$ cat config.mk
export PLATFORM = sky130hd
export DESIGN_NAME = wb_commit_stage_flat
export DESIGN_NICKNAME = d
export VERILOG_FILES = /design/src/rtl/wb_commit_stage_if.sv /design/src/rtl/wb_commit_stage.sv /design/src/flat_wrapper.sv
export SDC_FILE = /design/constraint.sdc
export NUM_CORES = 1
export LEC_CHECK = 0
export ABC_AREA = 1
export BUFFER_PORTS_ARGS = -buffer_cell sky130_fd_sc_hd__buf_2
export CAP_MARGIN = 20
export CORE_AREA = 2 2 122 124
export DETAILED_ROUTE_END_ITERATION = 6
export DIE_AREA = 0 0 124 126
export GPL_TIMING_DRIVEN = 0
export MAX_ROUTING_LAYER = met4
export PLACE_DENSITY = 0.89
export SLEW_MARGIN = 25
export SYNTH_ARGS = -nofsm -noshare
export SYNTH_HDL_FRONTEND = slang
export SYNTH_SLANG_ARGS = --single-unit
$ cat constraint.sdc
create_clock -name clk -period 3.45 [get_ports clk]
set_input_delay 0.5175 -clock clk [delete_from_list [all_inputs] [get_ports clk]]
set_output_delay 0.5175 -clock clk [all_outputs]
set_load 0.03 [all_outputs]
$ cat src/rtl/wb_commit_stage_if.sv
// ---------------------------------------------------------------------------
// wb_commit_stage_if
//
// Bundles every signal between the MEM stage, the GRF write port, the hazard
// unit and the MEM/WB commit stage, so the stage's port list stays short.
//
// Signal groups:
//   handshake : in_valid, in_ready, flush
//   decode    : dst_sel, src_sel, ld_type, byte_off, rt_addr, rd_addr
//   operands  : alu_out, mem_rdata, hi_data, lo_data, pc, imm16
//   GRF port  : grf_we, grf_waddr, grf_wdata, grf_ready
//   forwarding: fwd_valid, fwd_addr, fwd_data
//   stats     : retired
//
// Modports:
//   master : the surrounding pipeline (MEM stage, GRF arbiter, hazard unit)
//   slave  : the commit stage itself
// ---------------------------------------------------------------------------
interface wb_commit_stage_if #(
  parameter int DATA_W = 32,
  parameter int REG_AW = 5,
  parameter int CNT_W  = 32
);

  logic              in_valid;
  logic              in_ready;
  logic              flush;
  logic [1:0]        dst_sel;
  logic [2:0]        src_sel;
  logic [2:0]        ld_type;
  logic [1:0]        byte_off;
  logic [REG_AW-1:0] rt_addr;
  logic [REG_AW-1:0] rd_addr;
  logic [DATA_W-1:0] alu_out;
  logic [DATA_W-1:0] mem_rdata;
  logic [DATA_W-1:0] hi_data;
  logic [DATA_W-1:0] lo_data;
  logic [31:0]       pc;
  logic [15:0]       imm16;
  logic              grf_we;
  logic [REG_AW-1:0] grf_waddr;
  logic [DATA_W-1:0] grf_wdata;
  logic              grf_ready;
  logic              fwd_valid;
  logic [REG_AW-1:0] fwd_addr;
  logic [DATA_W-1:0] fwd_data;
  logic [CNT_W-1:0]  retired;

  // Pipeline side: presents instructions and the GRF grant, observes results.
  modport master (
    output in_valid, flush, dst_sel, src_sel, ld_type, byte_off,
           rt_addr, rd_addr, alu_out, mem_rdata, hi_data, lo_data,
           pc, imm16, grf_ready,
    input  in_ready, grf_we, grf_waddr, grf_wdata,
           fwd_valid, fwd_addr, fwd_data, retired
  );

  // Commit stage side.
  modport slave (
    input  in_valid, flush, dst_sel, src_sel, ld_type, byte_off,
           rt_addr, rd_addr, alu_out, mem_rdata, hi_data, lo_data,
           pc, imm16, grf_ready,
    output in_ready, grf_we, grf_waddr, grf_wdata,
           fwd_valid, fwd_addr, fwd_data, retired
  );

endinterface

$ cat src/rtl/wb_commit_stage.sv
// ---------------------------------------------------------------------------
// wb_commit_stage
//
// Registered MEM/WB commit stage for the pipelined MIPS core. Accepts at most
// one retiring instruction per cycle over a valid/ready handshake, resolves
// the destination register and write-back value (including sub-word load
// extension, link values, lui and HI/LO moves), and keeps the result in a
// one-entry output register that drives the shared GRF write port and the
// forwarding tap. A free-running counter tracks committed instructions.
//
// DATA_W must be 32 or 64.
//
// Ports:
//   clk     : system clock
//   reset_n : asynchronous, active-low reset
//   bus     : wb_commit_stage_if.slave (handshake, operands, GRF port,
//             forwarding tap, retired counter)
// ---------------------------------------------------------------------------
module wb_commit_stage #(
  parameter int DATA_W      = 32,
  parameter int REG_AW      = 5,
  parameter int LINK_REG    = 31,
  parameter int LINK_OFFSET = 8,
  parameter int CNT_W       = 32
) (
  input  logic             clk,
  input  logic             reset_n,
  wb_commit_stage_if.slave bus
);

  localparam logic [1:0] DST_RD   = 2'b00;
  localparam logic [1:0] DST_RT   = 2'b01;
  localparam logic [1:0] DST_LINK = 2'b10;

  localparam logic [2:0] SRC_ALU  = 3'b000;
  localparam logic [2:0] SRC_MEM  = 3'b001;
  localparam logic [2:0] SRC_LINK = 3'b010;
  localparam logic [2:0] SRC_LUI  = 3'b011;
  localparam logic [2:0] SRC_HI   = 3'b100;
  localparam logic [2:0] SRC_LO   = 3'b101;

  localparam logic [2:0] LD_LB    = 3'b001;
  localparam logic [2:0] LD_LBU   = 3'b010;
  localparam logic [2:0] LD_LH    = 3'b011;
  localparam logic [2:0] LD_LHU   = 3'b100;

  // Held entry: valid bit plus the registered GRF write that it represents.
  logic              entryValid;
  logic              weReg;
  logic [REG_AW-1:0] addrReg;
  logic [DATA_W-1:0] dataReg;
  logic [CNT_W-1:0]  retiredCnt;

  logic              inReady;
  logic              accept;
  logic              commit;

  logic [REG_AW-1:0] resolvedAddr;
  logic              writeFlag;
  logic [7:0]        byteVal;
  logic [15:0]       halfVal;
  logic [DATA_W-1:0] loadVal;
  logic [31:0]       linkVal;
  logic [DATA_W-1:0] wbData;

  // The stage can take a new instruction whenever the held entry is gone or
  // is leaving this cycle; flush blocks acceptance outright.
  assign inReady = !bus.flush && (!entryValid || bus.grf_ready);
  assign accept  = bus.in_valid && inReady;
  // A flushed entry is discarded, never committed.
  assign commit  = entryValid && bus.grf_ready && !bus.flush;

  assign bus.in_ready  = inReady;
  assign bus.grf_we    = weReg;
  assign bus.grf_waddr = addrReg;
  assign bus.grf_wdata = dataReg;
  assign bus.fwd_valid = weReg;
  assign bus.fwd_addr  = addrReg;
  assign bus.fwd_data  = dataReg;
  assign bus.retired   = retiredCnt;

  // Destination resolution. Writes aimed at $0 or with no destination still
  // retire, they just never assert the write enable.
  always_comb begin
    resolvedAddr = '0;
    case (bus.dst_sel)
      DST_RD:   resolvedAddr = bus.rd_addr;
      DST_RT:   resolvedAddr = bus.rt_addr;
      DST_LINK: resolvedAddr = REG_AW'(LINK_REG);
      default:  resolvedAddr = '0;
    endcase
    writeFlag = (bus.dst_sel != 2'b11) && (resolvedAddr != '0);
  end

  // Sub-word selection from the low 32 bits of the load data. Halfwords
  // ignore byte_off[0], so a misaligned lh simply reads its aligned half.
  always_comb begin
    byteVal = bus.mem_rdata[7:0];
    case (bus.byte_off)
      2'd0:    byteVal = bus.mem_rdata[7:0];
      2'd1:    byteVal = bus.mem_rdata[15:8];
      2'd2:    byteVal = bus.mem_rdata[23:16];
      default: byteVal = bus.mem_rdata[31:24];
    endcase
    halfVal = bus.byte_off[1] ? bus.mem_rdata[31:16] : bus.mem_rdata[15:0];
  end

  // Load extension. Width casts of signed operands sign-extend; the word
  // case sign-extends bit 31 so a 64-bit datapath sees MIPS32 lw semantics.
  always_comb begin
    loadVal = DATA_W'($signed(bus.mem_rdata[31:0]));
    case (bus.ld_type)
      LD_LB:   loadVal = DATA_W'($signed(byteVal));
      LD_LBU:  loadVal = DATA_W'(byteVal);
      LD_LH:   loadVal = DATA_W'($signed(halfVal));
      LD_LHU:  loadVal = DATA_W'(halfVal);
      default: loadVal = DATA_W'($signed(bus.mem_rdata[31:0]));
    endcase
  end

  // Write-back source mux. The link value wraps within 32 bits and is then
  // zero-extended; lui is a 32-bit quantity sign-extended to the datapath.
  always_comb begin
    linkVal = bus.pc + 32'(LINK_OFFSET);
    wbData  = '0;
    case (bus.src_sel)
      SRC_ALU:  wbData = bus.alu_out;
      SRC_MEM:  wbData = loadVal;
      SRC_LINK: wbData = DATA_W'(linkVal);
      SRC_LUI:  wbData = DATA_W'($signed({bus.imm16, 16'h0000}));
      SRC_HI:   wbData = bus.hi_data;
      SRC_LO:   wbData = bus.lo_data;
      default:  wbData = '0;
    endcase
  end

  // One-entry output register and retired counter. Flush wins over
  // everything: the entry is dropped, nothing counts, nothing is taken in.
  // Otherwise an accept replaces the entry (committing the old one if it was
  // there), and a lone commit empties it. With grf_ready low and an entry
  // held, neither accept nor commit fires, so everything holds.
  always_ff @(posedge clk or negedge reset_n) begin
    if (!reset_n) begin
      entryValid <= 1'b0;
      weReg      <= 1'b0;
      addrReg    <= '0;
      dataReg    <= '0;
      retiredCnt <= '0;
    end else if (bus.flush) begin
      entryValid <= 1'b0;
      weReg      <= 1'b0;
    end else begin
      if (commit) begin
        retiredCnt <= retiredCnt + CNT_W'(1);
      end
      if (accept) begin
        entryValid <= 1'b1;
        weReg      <= writeFlag;
        addrReg    <= resolvedAddr;
        dataReg    <= wbData;
      end else if (commit) begin
        entryValid <= 1'b0;
        weReg      <= 1'b0;
      end
    end
  end

endmodule
$ cat src/flat_wrapper.sv
// flat-port wrapper written by rule: the top's interface ports become plain ports
module wb_commit_stage_flat 
#(
  parameter int DATA_W      = 32,
  parameter int REG_AW      = 5,
  parameter int LINK_REG    = 31,
  parameter int LINK_OFFSET = 8,
  parameter int CNT_W       = 32
)
  (clk, reset_n, bus_in_valid, bus_flush, bus_dst_sel, bus_src_sel, bus_ld_type, bus_byte_off, bus_rt_addr, bus_rd_addr, bus_alu_out, bus_mem_rdata, bus_hi_data, bus_lo_data, bus_pc, bus_imm16, bus_grf_ready, bus_in_ready, bus_grf_we, bus_grf_waddr, bus_grf_wdata, bus_fwd_valid, bus_fwd_addr, bus_fwd_data, bus_retired);
  wb_commit_stage_if #(.DATA_W(DATA_W), .REG_AW(REG_AW), .CNT_W(CNT_W)) bus_i ();
  input  logic clk;
  input  logic reset_n;
  input wire logic [$bits(bus_i.in_valid)-1:0] bus_in_valid;
  input wire logic [$bits(bus_i.flush)-1:0] bus_flush;
  input wire logic [$bits(bus_i.dst_sel)-1:0] bus_dst_sel;
  input wire logic [$bits(bus_i.src_sel)-1:0] bus_src_sel;
  input wire logic [$bits(bus_i.ld_type)-1:0] bus_ld_type;
  input wire logic [$bits(bus_i.byte_off)-1:0] bus_byte_off;
  input wire logic [$bits(bus_i.rt_addr)-1:0] bus_rt_addr;
  input wire logic [$bits(bus_i.rd_addr)-1:0] bus_rd_addr;
  input wire logic [$bits(bus_i.alu_out)-1:0] bus_alu_out;
  input wire logic [$bits(bus_i.mem_rdata)-1:0] bus_mem_rdata;
  input wire logic [$bits(bus_i.hi_data)-1:0] bus_hi_data;
  input wire logic [$bits(bus_i.lo_data)-1:0] bus_lo_data;
  input wire logic [$bits(bus_i.pc)-1:0] bus_pc;
  input wire logic [$bits(bus_i.imm16)-1:0] bus_imm16;
  input wire logic [$bits(bus_i.grf_ready)-1:0] bus_grf_ready;
  output wire logic [$bits(bus_i.in_ready)-1:0] bus_in_ready;
  output wire logic [$bits(bus_i.grf_we)-1:0] bus_grf_we;
  output wire logic [$bits(bus_i.grf_waddr)-1:0] bus_grf_waddr;
  output wire logic [$bits(bus_i.grf_wdata)-1:0] bus_grf_wdata;
  output wire logic [$bits(bus_i.fwd_valid)-1:0] bus_fwd_valid;
  output wire logic [$bits(bus_i.fwd_addr)-1:0] bus_fwd_addr;
  output wire logic [$bits(bus_i.fwd_data)-1:0] bus_fwd_data;
  output wire logic [$bits(bus_i.retired)-1:0] bus_retired;
  assign bus_i.in_valid = bus_in_valid;
  assign bus_i.flush = bus_flush;
  assign bus_i.dst_sel = bus_dst_sel;
  assign bus_i.src_sel = bus_src_sel;
  assign bus_i.ld_type = bus_ld_type;
  assign bus_i.byte_off = bus_byte_off;
  assign bus_i.rt_addr = bus_rt_addr;
  assign bus_i.rd_addr = bus_rd_addr;
  assign bus_i.alu_out = bus_alu_out;
  assign bus_i.mem_rdata = bus_mem_rdata;
  assign bus_i.hi_data = bus_hi_data;
  assign bus_i.lo_data = bus_lo_data;
  assign bus_i.pc = bus_pc;
  assign bus_i.imm16 = bus_imm16;
  assign bus_i.grf_ready = bus_grf_ready;
  assign bus_in_ready = bus_i.in_ready;
  assign bus_grf_we = bus_i.grf_we;
  assign bus_grf_waddr = bus_i.grf_waddr;
  assign bus_grf_wdata = bus_i.grf_wdata;
  assign bus_fwd_valid = bus_i.fwd_valid;
  assign bus_fwd_addr = bus_i.fwd_addr;
  assign bus_fwd_data = bus_i.fwd_data;
  assign bus_retired = bus_i.retired;
  wb_commit_stage #(.DATA_W(DATA_W), .REG_AW(REG_AW), .LINK_REG(LINK_REG), .LINK_OFFSET(LINK_OFFSET), .CNT_W(CNT_W)) u_core (.clk(clk), .reset_n(reset_n), .bus(bus_i));
endmodule
After elaboration in Yosys (flattened, before gate mapping)
Index checks and enable logic that the tools add are counted.

operators by class
  bitwise operators = 1
  reductions and logical operators = 15
  add/sub/neg operators = 2
  equality and inequality tests = 14
  muxes and demuxes = 10

operator list
  operator                 number
  $pmux W32 S6             1
  $pmux W32 S4             1
  $add A32 B1 Y32 const B  1
  $add A32 B4 Y32 const B  1
  $pmux W8 S3              1
  $mux W16                 1
  $pmux W5 S3              1
  $eq A3 B2 Y1 const B     4
  $eq A3 B3 Y1 const B     3
  $eq A3 B1 Y1 const B     2
  $logic_and A1 B1 Y1      5
  $mux W1                  5
  $reduce_bool A5 Y1       1
  $eq A2 B1 Y1 const B     2
  $eq A2 B2 Y1 const B     2
  $logic_not A2 Y1         2
  $reduce_and A2 Y1        2
  $logic_not A3 Y1         1
  $reduce_bool A3 Y1       1
  $logic_not A1 Y1         2
  $ne A2 B2 Y1 const B     1
  $logic_or A1 B1 Y1       1
  $not A1 Y1               1

storage, ports and cells
  register bits after elaboration = 71
  logic and storage cells = 47
  bits of input ports = 201

Depth between registers and ports, before layout
  word-level depth = 6
  mapped depth = 12

Worst setup path after synthesis
No wires, ideal clock.

  path type = input port to flip-flop
  start = input bus_grf_ready
  end = register u_core.addrReg[4], in the netlist u_core.bus.fwd_addr[4]
  path slack = 1.657 ns
  path buffers = 1
  required time = 3.384 ns
  stages = 9
  setup time = 0.066 ns
  data arrival time = 1.727 ns
  path through = inv_1 -> nand2_1 -> inv_1 -> nor2_1 -> nand2_1 -> clkinv_1 -> buf_2 -> nand2_1 -> nand2_1

between the ends
  word-level cells in the longest chain between the ends = 4

RTL lines
  what                                RTL line                source
  start, declared                     flat_wrapper.sv:28      input wire logic [$bits(bus_i.grf_ready)-1:0] bus_grf_ready;
  $logic_or A1 B1 Y1                  wb_commit_stage.sv:68   assign inReady = !bus.flush && (!entryValid || bus.grf_ready);
  $logic_and A1 B1 Y1                 wb_commit_stage.sv:68
  net bus_in_ready                    flat_wrapper.sv:29      output wire logic [$bits(bus_i.in_ready)-1:0] bus_in_ready;
  $logic_and A1 B1 Y1                 wb_commit_stage.sv:69   assign accept = bus.in_valid && inReady;
  $reduce_and A2 Y1 (no source line)  n/a
  end signal, assigned                wb_commit_stage.sv:159  addrReg <= resolvedAddr;
  end, declared                       wb_commit_stage.sv:50   logic [REG_AW-1:0] addrReg;

The timed path passes the listed nets, and every way through them passes these cells.
A chain may end at the register's enable or synchronous reset.

Worst setup path in the final report
  start = input bus_pc[3]
  end = register u_core.dataReg[31], in the netlist u_core.bus.fwd_data[31]

between the ends
  word-level cells in the longest chain between the ends = 2

RTL lines
  what                  RTL line                source
  start, declared       flat_wrapper.sv:26      input wire logic [$bits(bus_i.pc)-1:0] bus_pc;
  $add A32 B4 Y32       wb_commit_stage.sv:124  linkVal = bus.pc + 32'(LINK_OFFSET);
  $pmux W32 S6          wb_commit_stage.sv:126  case (bus.src_sel)
  end signal, assigned  wb_commit_stage.sv:160  dataReg <= wbData;
  end, declared         wb_commit_stage.sv:51   logic [DATA_W-1:0] dataReg;

Every way passes these cells.

==> metrics.md <==
| Metric | Value |
|---|---|
| Status | completed |
| Crit. End Element | register |
| Worst Setup Start Kind | input port |
| TNS Setup | 0 ns |
| I/O pins | 310 |
| Die outline width | 124 um |
| Syn. warnings | 0 |
| Kind of critical path | input port to register |
| H-Tree Depth | 3 |
| Power Total | 3.23 mW |
| DIE AREA | 15600 um2 |
| Post-Syn Area | 6480 um2 |
| FF-to-FF End | u_core.bus.retired[30] |
| Static Leak | 5.05 nW |
| Die extent in y | 126 um |
| Net Count, Synth | 1275 |
| Tot GR Track Use | 0.342 |
| Clock Skew | 0.00574 ns |
| Synth Register Bits | 71 |
| Top_reg_cell synth | dfrtp_1 |
| GPL Wtd Cong | 0.988 |
| Top cells by area, synth | dfrtp_1, nand2_1, nand3_1 |
| Worst Path Max Fanout | 5 |
| CP top delay family | simple AND/OR/NAND/NOR gates |
| DR pass1 iterations | 7 |
| Detail Route Antenna Nets | 0 |
| Slowest CP cell | ha_1 |
| Worst R2R Setup Slack | 1.53 ns |
| Num CTS Buffers | 9 |
| Multi-input gate area | 3890 um2 |
| Largest net degree at the start of global routing | 48 |
| Syn Inst Count | 1072 |
| EDFF count, synth | 0 |
| Postcts setup bufs | 0 |
| Post-cts gate resize count | 0 |
| Worst Path Buf+Inv | 2 |
| First-pass GRT wire length | 39900 um |
| DP Worst Slack | 1.24 ns |
| Via count | 8195 |
| Hold Path Class | input port to async pin |
| Final Hold Vio Count | 0 |
| Cell taking the most area after synthesis | dfrtp_1 |
| Port buffer count | 308 |
| Initial antenna violation count | 2 |
| Slew headroom | 0.623 |
| # clock sinks | 71 |
| GRT overflow | 0 |
| Max-Cap Viols | 0 |
| Reg area | 1780 um2 |
| Syn avg cell area | 6.05 um2 |
| Synth-to-layout area growth | 32.5% |
| Peak supply drop | 0.218 mV |
| PnR worst setup slack | 1.50 ns |
| Peak Freq | 514 MHz |
| Layout Nets | 1595 |
| # hold bufs at CTS | 0 |
| Top cell type's share of synthesized area | 0.274 |
| Fillcell total | 1437 |
| Final setup violation count | 0 |
| RSZ-0062 raised after global routing | false |
| Tightest Pin Transition | 0.561 ns |
| Vias in the first global route | 7743 |
| Skew-Pair Late Insertion Delay | 0.33 ns |
| Critical path arrival | 2.17 ns |
| WL/cell | 16.3 um |
| CTS tree | done |
| DR iter-0 viols | 734 |
| Part of the cycle the worst path needs | 0.564 |
| Longest Clk Path Bufs | 2 |
| Crit path time final | 1.95 ns |
| Post-synthesis sequential area ratio | 0.274 |
| Total wire length | 25800 um |
| CP required | 3.67 ns |
| Post-route DRC | 0 |
| Clock root buffer | clkbuf_16 |
| DP Wirelength | 21400 um |
| Slew Viols, Final | 0 |
| Critical path, cell by cell | buf_2, ha_1, nand2_1, nor2_1, inv_1, nor2_1, nand3_1, nand3_1, nand3_1, nand2_1, nand2_1 |
| Reg2reg path depth | 9 |
| Core area | 14300 um2 |
| Starting density of the core | 0.453 |
| Clock slew at reported path FFs | 0.06 ns |
| Most common cell in the netlist | nand2_1 |
| Netlist cell types | 37 |
| Reg2reg start | u_core.bus.retired[0] |
| Async SR Flop Fraction | 1.00 |
| CP peak stage delay | 0.30 ns |
| Routed vias/inst | 5.18 |
| Layout cell share with drive strength beyond 1 | 0.304 |
| PD cells | 376 nW/um2 |
| WHS | 0.0868 ns |
| Synth top cells by count | nand2_1, nor2_1, nand3_1 |
| Std-Cell Rows | 44 |
## final cells by class
| class | instances | share of cell area |
|---|---|---|
| Clock inverter | 5 | 0.00656 |
| Buffer | 67 | 0.0519 |
| Tap cell | 184 | 0.0268 |
| Multi-Input combinational cell | 837 | 0.453 |
| Inverter | 97 | 0.0433 |
| Antenna cell | 2 | 0.000583 |
| Clock buffer | 11 | 0.0283 |
| Timing Repair Buffer | 309 | 0.183 |
| Sequential cell | 71 | 0.207 |
## metal layers
metal  GRT usage  routed length [um]  vias up  part of all wire
li1            -                   -     3999                 -
met5           -                   0        -                 0
met2       0.584               12800      460              0.50
met1       0.408               10000     3655              0.39
met3      0.0403                1920       81             0.074
met4       0.135                1040        0             0.040
## report_power, final
group          leakage (nW)  internal [mW]  switching (mW)
sequential            0.931          0.931           0.115
combinational          3.97          0.443           0.822
clock                 0.146          0.579           0.342
## cell families (layout without fill, tap and decap cells)
group                    count (synthesis)  count (layout)  synth area share
AO/OA/AOI/OAI                           87              87            0.0782
flip-flops                              71              71             0.274
XOR/XNOR                                30              30            0.0405
buffers and inverters                  164             489             0.126
other                                    0               2                 0
AND/OR/NAND/NOR                        718             718             0.477
adder cells (fa/ha/maj)                  2               2           0.00386
## worst max path at each step
stage | startpoint | end | slack, ns | cells after the start
floorplan | bus_grf_ready | u_core.bus.fwd_addr[4] | 1.66 | 9
global placement | bus_pc[3] | u_core.bus.fwd_data[31] | 1.28 | 11
detailed placement | bus_pc[3] | u_core.bus.fwd_data[31] | 1.24 | 11
CTS | bus_pc[3] | u_core.bus.fwd_data[31] | 1.58 | 11
global route | bus_pc[3] | u_core.bus.fwd_data[31] | 1.33 | 11
finish | bus_pc[3] | u_core.bus.fwd_data[31] | 1.50 | 11
## layout by cell type (no fill, tap or decap), types with 6 or more instances in the layout
cell	netlist	layout
nor3_1	12	12
inv_1	87	87
clkbuf_16	0	9
o21ai_0	23	23
nand2_1	450	450
nand3_1	97	97
xnor2_1	13	13
nand4_1	17	17
buf_2	17	324
clkbuf_1	6	7
nor2_1	110	110
dfrtp_1	71	71
inv_2	6	6
a22o_1	11	11
xor2_1	17	17
buf_4	42	43
a21oi_1	37	37
## worst reg2reg max path, cell delays in order, from the launching register on
cell	delay (ns)
dfrtp_1	0.46
ha_1	0.21
nand3_1	0.14
inv_1	0.11
nand2_1	0.10
nor3_2	0.19
nand4_1	0.23
nor2_1	0.15
nand2_1	0.07
and2_1	0.16
## state kept, by name, indices dropped and copies added, names as in the netlist
register              count
u_core.entryValid         1
u_core.bus.fwd_valid      1
u_core.bus.fwd_data      32
u_core.bus.fwd_addr       5
u_core.bus.retired       32
## through the flow
step / cells / utilization / instance area [um2]
2_1_floorplan: 1072 / - / 6480
3_3_place_gp: 1564 / 0.577 / 8250
3_5_place_dp: 1565 / 0.579 / 8280
4_1_cts: 1581 / 0.600 / 8580
5_1_grt: 1583 / 0.600 / 8590
6_report: 1583 / 0.600 / 8590
(Power assumes the default switching activity.)
